## src/rtl/instruction_fetch_if.sv

```systemverilog
// rtl/instruction_fetch_if.sv - instruction fetch bus bundle (memory side and datapath side)
//
// Purpose: groups every non-clock, non-reset signal of instruction_fetch.
//   master modport: the fetch unit itself.
//   slave modport : the environment (instruction memory plus datapath).
//
// Signal summary (direction seen from the fetch unit):
//   oMemReq        out  1   instruction-memory read request
//   oMemAddr       out  64  byte address of the request (always equals oPC)
//   iMemReady      in   1   iMemData is valid this cycle
//   iMemData       in   32  instruction word from memory
//   oValid         out  1   oInstruction/oPC hold a fetched instruction
//   oInstruction   out  32  held instruction word
//   oPC            out  64  address of the held or requested instruction
//   iAccept        in   1   datapath consumes the held instruction
//   iTakeBranch    in   1   PC-relative branch taken for the accepted instruction
//   iImmSel        in   1   0: 19-bit offset in iBranchImm[18:0]; 1: 26-bit offset
//   iBranchImm     in   26  signed word offset
//   iRedirect      in   1   register-indirect jump for the accepted instruction
//   iRedirectAddr  in   64  absolute jump target
//   oFault         out  1   sticky misaligned-target fault
//   oRetired       out  32  count of accepted instructions
interface instruction_fetch_if;
  logic        oMemReq;
  logic [63:0] oMemAddr;
  logic        iMemReady;
  logic [31:0] iMemData;
  logic        oValid;
  logic [31:0] oInstruction;
  logic [63:0] oPC;
  logic        iAccept;
  logic        iTakeBranch;
  logic        iImmSel;
  logic [25:0] iBranchImm;
  logic        iRedirect;
  logic [63:0] iRedirectAddr;
  logic        oFault;
  logic [31:0] oRetired;

  modport master (
    output oMemReq,
    output oMemAddr,
    input  iMemReady,
    input  iMemData,
    output oValid,
    output oInstruction,
    output oPC,
    input  iAccept,
    input  iTakeBranch,
    input  iImmSel,
    input  iBranchImm,
    input  iRedirect,
    input  iRedirectAddr,
    output oFault,
    output oRetired
  );

  modport slave (
    input  oMemReq,
    input  oMemAddr,
    output iMemReady,
    output iMemData,
    input  oValid,
    input  oInstruction,
    input  oPC,
    output iAccept,
    output iTakeBranch,
    output iImmSel,
    output iBranchImm,
    output iRedirect,
    output iRedirectAddr,
    input  oFault,
    input  oRetired
  );
endinterface

```

## src/rtl/instruction_fetch.sv

```systemverilog
// rtl/instruction_fetch.sv - single-outstanding instruction fetch unit with branch/redirect PC update
//
// Purpose: requests one 32-bit instruction at a time from instruction memory,
//   holds it for the datapath until accepted, then computes the next PC
//   (redirect > taken branch > sequential). A misaligned redirect target
//   parks the unit in a sticky fault state until reset.
//
// Ports:
//   iCLK    in  1  clock, rising edge active
//   iReset  in  1  asynchronous active-low reset
//   bus     master modport of instruction_fetch_if (memory + datapath signals)
module instruction_fetch (
  input  logic                  iCLK,
  input  logic                  iReset,
  instruction_fetch_if.master   bus
);

  typedef enum logic [1:0] {
    S_IDLE  = 2'd0,
    S_FETCH = 2'd1,
    S_HOLD  = 2'd2,
    S_FAULT = 2'd3
  } state_t;

  state_t      r_state;
  state_t      w_state_nxt;

  logic [63:0] r_pc;
  logic [63:0] w_pc_nxt;
  logic [31:0] r_instr;
  logic [31:0] w_instr_nxt;
  logic [31:0] r_retired;
  logic [31:0] w_retired_nxt;
  logic        r_fault;
  logic        w_fault_nxt;

  logic [63:0] w_seq_pc;
  logic [63:0] w_branch_off;
  logic [63:0] w_branch_pc;
  logic        w_redirect_misaligned;

  // Word offsets are sign-extended and scaled to bytes in one step; the two
  // low zero bits are the <<2.
  always_comb begin
    w_branch_off = 64'd0;
    if (bus.iImmSel) begin
      w_branch_off = {{36{bus.iBranchImm[25]}}, bus.iBranchImm, 2'b00};
    end else begin
      w_branch_off = {{43{bus.iBranchImm[18]}}, bus.iBranchImm[18:0], 2'b00};
    end
  end

  // Both additions wrap naturally at 2^64.
  assign w_seq_pc              = r_pc + 64'd4;
  assign w_branch_pc           = r_pc + w_branch_off;
  assign w_redirect_misaligned = |bus.iRedirectAddr[1:0];

  always_ff @(posedge iCLK or negedge iReset) begin
    if (!iReset) begin
      r_state   <= S_IDLE;
      r_pc      <= 64'd0;
      r_instr   <= 32'd0;
      r_retired <= 32'd0;
      r_fault   <= 1'b0;
    end else begin
      r_state   <= w_state_nxt;
      r_pc      <= w_pc_nxt;
      r_instr   <= w_instr_nxt;
      r_retired <= w_retired_nxt;
      r_fault   <= w_fault_nxt;
    end
  end

  always_comb begin
    w_state_nxt   = r_state;
    w_pc_nxt      = r_pc;
    w_instr_nxt   = r_instr;
    w_retired_nxt = r_retired;
    w_fault_nxt   = r_fault;

    case (r_state)
      S_IDLE: begin
        w_state_nxt = S_FETCH;
      end

      S_FETCH: begin
        if (bus.iMemReady) begin
          w_instr_nxt = bus.iMemData;
          w_state_nxt = S_HOLD;
        end
      end

      S_HOLD: begin
        if (bus.iAccept) begin
          // The faulting instruction still counts as retired.
          w_retired_nxt = r_retired + 32'd1;
          w_state_nxt   = S_FETCH;
          if (bus.iRedirect) begin
            w_pc_nxt = bus.iRedirectAddr;
            if (w_redirect_misaligned) begin
              w_fault_nxt = 1'b1;
              w_state_nxt = S_FAULT;
            end
          end else if (bus.iTakeBranch) begin
            w_pc_nxt = w_branch_pc;
          end else begin
            w_pc_nxt = w_seq_pc;
          end
        end
      end

      S_FAULT: begin
        w_state_nxt = S_FAULT;
      end

      default: begin
        w_state_nxt = S_IDLE;
      end
    endcase
  end

  // Request/valid decode straight from the state register so an
  // asynchronous reset drops them without waiting for a clock edge.
  assign bus.oMemReq      = (r_state == S_FETCH);
  assign bus.oValid       = (r_state == S_HOLD);
  assign bus.oMemAddr     = r_pc;
  assign bus.oPC          = r_pc;
  assign bus.oInstruction = r_instr;
  assign bus.oRetired     = r_retired;
  assign bus.oFault       = r_fault;

endmodule

```

## src/flat_wrapper.sv

```systemverilog
// flat-port wrapper written by rule: the top's interface ports become plain ports
module instruction_fetch_flat 
  (iCLK, iReset, bus_oMemReq, bus_oMemAddr, bus_iMemReady, bus_iMemData, bus_oValid, bus_oInstruction, bus_oPC, bus_iAccept, bus_iTakeBranch, bus_iImmSel, bus_iBranchImm, bus_iRedirect, bus_iRedirectAddr, bus_oFault, bus_oRetired);
  instruction_fetch_if bus_i ();
  input  logic iCLK;
  input  logic iReset;
  output wire logic [$bits(bus_i.oMemReq)-1:0] bus_oMemReq;
  output wire logic [$bits(bus_i.oMemAddr)-1:0] bus_oMemAddr;
  input wire logic [$bits(bus_i.iMemReady)-1:0] bus_iMemReady;
  input wire logic [$bits(bus_i.iMemData)-1:0] bus_iMemData;
  output wire logic [$bits(bus_i.oValid)-1:0] bus_oValid;
  output wire logic [$bits(bus_i.oInstruction)-1:0] bus_oInstruction;
  output wire logic [$bits(bus_i.oPC)-1:0] bus_oPC;
  input wire logic [$bits(bus_i.iAccept)-1:0] bus_iAccept;
  input wire logic [$bits(bus_i.iTakeBranch)-1:0] bus_iTakeBranch;
  input wire logic [$bits(bus_i.iImmSel)-1:0] bus_iImmSel;
  input wire logic [$bits(bus_i.iBranchImm)-1:0] bus_iBranchImm;
  input wire logic [$bits(bus_i.iRedirect)-1:0] bus_iRedirect;
  input wire logic [$bits(bus_i.iRedirectAddr)-1:0] bus_iRedirectAddr;
  output wire logic [$bits(bus_i.oFault)-1:0] bus_oFault;
  output wire logic [$bits(bus_i.oRetired)-1:0] bus_oRetired;
  assign bus_oMemReq = bus_i.oMemReq;
  assign bus_oMemAddr = bus_i.oMemAddr;
  assign bus_i.iMemReady = bus_iMemReady;
  assign bus_i.iMemData = bus_iMemData;
  assign bus_oValid = bus_i.oValid;
  assign bus_oInstruction = bus_i.oInstruction;
  assign bus_oPC = bus_i.oPC;
  assign bus_i.iAccept = bus_iAccept;
  assign bus_i.iTakeBranch = bus_iTakeBranch;
  assign bus_i.iImmSel = bus_iImmSel;
  assign bus_i.iBranchImm = bus_iBranchImm;
  assign bus_i.iRedirect = bus_iRedirect;
  assign bus_i.iRedirectAddr = bus_iRedirectAddr;
  assign bus_oFault = bus_i.oFault;
  assign bus_oRetired = bus_i.oRetired;
  instruction_fetch u_core (.iCLK(iCLK), .iReset(iReset), .bus(bus_i));
endmodule
```

## config.mk

```make
export PLATFORM = sky130hd
export DESIGN_NAME = instruction_fetch_flat
export DESIGN_NICKNAME = d
export VERILOG_FILES = /design/src/rtl/instruction_fetch_if.sv /design/src/rtl/instruction_fetch.sv /design/src/flat_wrapper.sv
export SDC_FILE = /design/constraint.sdc
export NUM_CORES = 1
export LEC_CHECK = 0
export BUFFER_PORTS_ARGS = -buffer_cell sky130_fd_sc_hd__buf_2
export CAP_MARGIN = 20
export CORE_ASPECT_RATIO = 0.6
export CORE_UTILIZATION = 30
export CTS_BUF_LIST = sky130_fd_sc_hd__clkbuf_16
export DETAILED_ROUTE_END_ITERATION = 6
export GPL_TIMING_DRIVEN = 1
export PLACE_DENSITY = 0.58
export SLEW_MARGIN = 10
export SYNTH_ARGS = -nofsm -noshare
export SYNTH_HDL_FRONTEND = slang
export SYNTH_SLANG_ARGS = --single-unit
```

## constraint.sdc

```tcl
create_clock -name iCLK -period 9 [get_ports iCLK]
set_input_delay 1.8 -clock iCLK [delete_from_list [all_inputs] [get_ports iCLK]]
set_output_delay 1.8 -clock iCLK [all_outputs]
set_load 0.1 [all_outputs]
```

---- Word-level counts from Yosys, hierarchy flattened ----
Cells that the tools add are included.
storage, ports and cells
  word-level logic and storage cells ...... 27
  register bits ........................... 131
  bits of input ports ..................... 129
  output and inout bits ................... 195
operators by class
  add/sub/neg operators ................... 3
  eq/ne operators ......................... 5
  reductions and logical operators ........ 6
  muxes and demuxes ....................... 8
operators with widths
  operator               count
  $mux 64                3
  $add 64x3->64 const B  1
  $add 64x64->64         1
  $add 32x1->32 const B  1
  $mux 2                 4
  $pmux 2 s4             1
  $reduce_and 2->1       3
  $eq 2x2->1 const B     2
  $ne 2x1->1 const B     2
  $reduce_and 4->1       1
  $eq 2x1->1 const B     1
  $logic_not 2->1        1
  $reduce_or 2->1        1

---- Logic depth before layout (Yosys ltp) ----
  word-level depth ........................ 5
  depth in mapped cells ................... 15
  gate-level depth less buffers ........... 13

---- Worst setup path after synthesis ----
No wires, ideal clock.
  path type ............................... input port to flip-flop
  start point ............................. in bus_iImmSel
  end point ............................... reg u_core.r_pc[58], in the netlist u_core.bus.oMemAddr[58]
  buffers on the path ..................... 2
  data required time ...................... 8.929 ns
  library setup time ...................... 0.071 ns
  cell stages on the path ................. 15
  slack ................................... 1.809 ns
  arrival ................................. 7.119 ns
  path through ............................ clkbuf_1 -> nand2b_1 -> a21boi_0 -> ha_1 -> buf_2 -> a21o_1 -> a21o_1 -> a211oi_1 -> nand2_1 -> o31ai_2 -> o41ai_2 -> a21oi_2 -> o21ai_1 -> or4_1 -> nand3_1
on the way
  word-level cells in the longest chain between the ends .. 4
RTL lines
  what                  line                      text
  start, declared       flat_wrapper.sv:16        input wire logic [$bits(bus_i.iImmSel)-1:0] bus_iImmSel;
  $mux 64               instruction_fetch.sv:46   if (bus.iImmSel) begin
  $add 64x64->64        instruction_fetch.sv:55   assign w_branch_pc = r_pc + w_branch_off;
  $mux 64               instruction_fetch.sv:104  end else if (bus.iTakeBranch) begin
  $mux 64               instruction_fetch.sv:98   if (bus.iRedirect) begin
  end signal, assigned  instruction_fetch.sv:67   r_pc <= w_pc_nxt;
  end, declared         instruction_fetch.sv:28   logic [63:0] r_pc;
Every way passes these cells.
A chain may end at the register's enable or synchronous reset.

---- Final worst setup path ----
Same ends and word-level chain as after synthesis.

==> metrics.md <==
| Metric | Value |
|---|---|
| Critical Path Sink Type | register |
| Min cycle time layout | 5150 ps |
| Clock tree sinks | around 130 |
| PortBufs | between 300 and 400 |
| Met2 wire length | 13300 um |
| Crit path largest cell delay | 430 ps |
| TritonCTS clock tree | built |
| Vias in the first global route | 8476 |
| Seq cells post-synth | 131 |
| Hold Buf Count CTS | 0 |
| Final setup fails | 0 |
| Synth Area per Inst | ~8.5 um^2 |
| Synth Instances | 1170 |
| Final period utilization | between 50 and 60% |
| Worst Path Arrival | 5520 ps |
| Initial antenna violation count | 1 |
| Register area share after synthesis | 33.0% |
| Top FF cell, synth | dfrtp_1 |
| Async SR Flop Fraction | 100% |
| Cells after DPL | 1797 |
| Worst-Skew Late Latency | 440 ps |
| Dpl hpwl | approximately 25000 um |
| Setup Fix Bufs, Post-CTS | 0 |
| Clock transition at the registers of the reported paths | 60 ps |
| Vias after detailed routing | 9320 |
| DIE HEIGHT | approximately 140 um |
| Mapped Area | 9920 um^2 |
| I/O pins | 324 |
| Status | finished clean |
| Syn nets | between 1000 and 1500 |
| Setup tns final | 0 ps |
| H-Tree Depth | 4 |
| Distinct cells, synth | between 60 and 70 |
| Routed Antenna Nets | 0 |
| Worst-Margin Slew | 867 ps |
| Slowest-stage cell, CP | ha_1 |
| Met3 wire length | 2040 um |
| Largest net degree at the start of global routing | 107 |
| Clock skew | 13.2 ps |
| Multi-input logic area | ~5900 um^2 |
| Final wirelength | 32300 um |
| GR Util All Layers | between 10% and 20% |
| Final Non-Filler Cells | 1831 |
| Total die area | 33800 um^2 |
| HP Class | register to register |
| Fillcell total | 3370 |
| Site Rows | between 50 and 60 |
| Max Cap Viol | 0 |
| Worst-path fanout max | 40 |
| Cts bufs inserted | 17 |
| Register area | 3280 um^2 |
| Initial core utilization | ~30% |
| WP data required | around 9400 ps |
| Iter 0 DRT Violations | 641 |
| Crit-path cells | buf_2, nand2b_1, a21boi_4, buf_4, ha_1, a21oi_1, o21ai_0, a211oi_1, nand2_1, o31ai_2, o41ai_2, a21oi_2, o21ai_1, or4_1, nand3_1 |
| Pins Over Slew Limit | 0 |
| Vias per Instance | 5.09 |
| Grt ovf | 0 |
| Synth warn | 0 |
| Crit path kind | input port to register |
| Slew HR | a little over two fifths |
| Core Region | 32500 um^2 |
| Clock Path Buffers | 2 |
| Post-cts gate resize count | 0 |
| NumNets Final | 1585 |
| EDFF count, synth | 0 |
| Unrepaired setup endpoints after global routing | no |
| Final design utilization | a little under two fifths |
| Drt wl/cell | 17.6 um |
| Root Driver | clkbuf_16 |
| # DRC | 0 |
| Drt pass-1 iters | 5 |
| Routability congestion estimate | about 0.90 |
| Max Freq | 194 MHz |
| Worst Setup Start Kind | input port |
| Top Layer Used | met4 |
| Final Hold Fails | 0 |
| First-pass GRT wire length | a little under 50000 um |
| Share of cells above drive strength 1 | 30.0% |
| Chip Width | approximately 240 um |
| Metal-1 WL | 16600 um |
| Area Overhead vs Synth | 21.7% |
[layout make-up]
type	count	share of cell area (%)
diodes	1	0.0207
clock buffers	17	3.52
clock inverters	15	1.68
inverters	23	0.715
multi-input cells	891	48.5
flip-flops and latches	131	27.1
well taps	424	4.39
repair buffers	329	14.0
[cells in the final DEF (no fill, tap or decap), types with 28 or more instances in the layout]
master	netlist	layout
a21oi_1	135	135
buf_2	2	321
dfrtp_1	131	131
ha_1	62	62
mux2_2	34	34
nand2_1	116	115
nand4_1	28	28
nor2_1	92	92
o21ai_0	86	86
xnor2_1	54	54
xor2_1	29	29
[registers in the layout, indices dropped and copies added (netlist names)]
| register | count |
|---|---|
| u_core.bus.oMemAddr | 64 |
| u_core.bus.oInstruction | 32 |
| u_core.bus.oRetired | 32 |
| u_core.r_state | 2 |
| u_core.bus.oFault | 1 |
[worst max-delay path, delay by kind of cell]
family,cells,cell delay (ps)
AOI/OAI and AO/OA,8,1850
and+or+nand+nor,4,890
buffers and inverters,2,560
adders and majority gates,1,430
[worst paths after layout]
check / slack [ps] / startpoint / to / cells past startpoint
setup / recovery: 3850 / bus_iImmSel / u_core.bus.oMemAddr[58] / 15
hold / removal: 470 / u_core.bus.oFault / u_core.bus.oFault / 1
setup reg to reg: 5500 / u_core.bus.oMemAddr[3] / u_core.bus.oMemAddr[61] / 11
hold reg to reg: 470 / u_core.bus.oFault / u_core.bus.oFault / 1
max in group asynchronous: 6290 / iReset / u_core.bus.oInstruction[11] / 2
min in group asynchronous: 1370 / iReset / u_core.bus.oMemAddr[37] / 1
[routing by layer]
layer	track usage [%]	vias up
met1	29.1	4422
met3	4.12	28
met2	26.3	315
met5	0	-
li1	-	4555
met4	4.72	0
[per-stage QoR]
stage               area, um^2  setup WS (ps)  hold slack (ps)
finish                   12100           3850              475
global route             12100           3530              485
CTS                      12000           3890              476
detailed placement       11400           3430              462
global placement         11400           3530              459
floorplan                 9920           1810              543
[kinds of logic (layout without fill, tap and decap cells)]
kind of cell / count (synthesis) / in the layout / share of synthesized area (%)
other: 0 / 1 / 0
XOR/XNOR: 83 / 83 / 7.32
adder cells (fa/ha/maj): 63 / 63 / 8.02
multiplexers: 41 / 41 / 4.56
AND/OR/NAND/NOR: 353 / 353 / 17.0
flip-flops: 131 / 131 / 33.0
AO/OA/AOI/OAI: 351 / 351 / 22.0
buffers and inverters: 148 / 384 / 8.08
[Yosys cell counts, types with 27 or more instances]
library cell / count / area share [%]
buf_4: 65 / 4.9
ha_1: 62 / 7.8
xor2_1: 29 / 2.6
nor2_1: 92 / 3.5
mux2_2: 34 / 3.9
a21oi_1: 135 / 6.8
nand4_1: 28 / 1.8
clkbuf_1: 53 / 2.0
o21ai_0: 86 / 4.3
nand3_1: 27 / 1.4
nand2_1: 116 / 4.4
dfrtp_1: 131 / 33
xnor2_1: 54 / 4.8
Power is left out: the tool's default activity adds up to more than one toggle a clock period on the data nets, which glitch-free logic cannot reach.
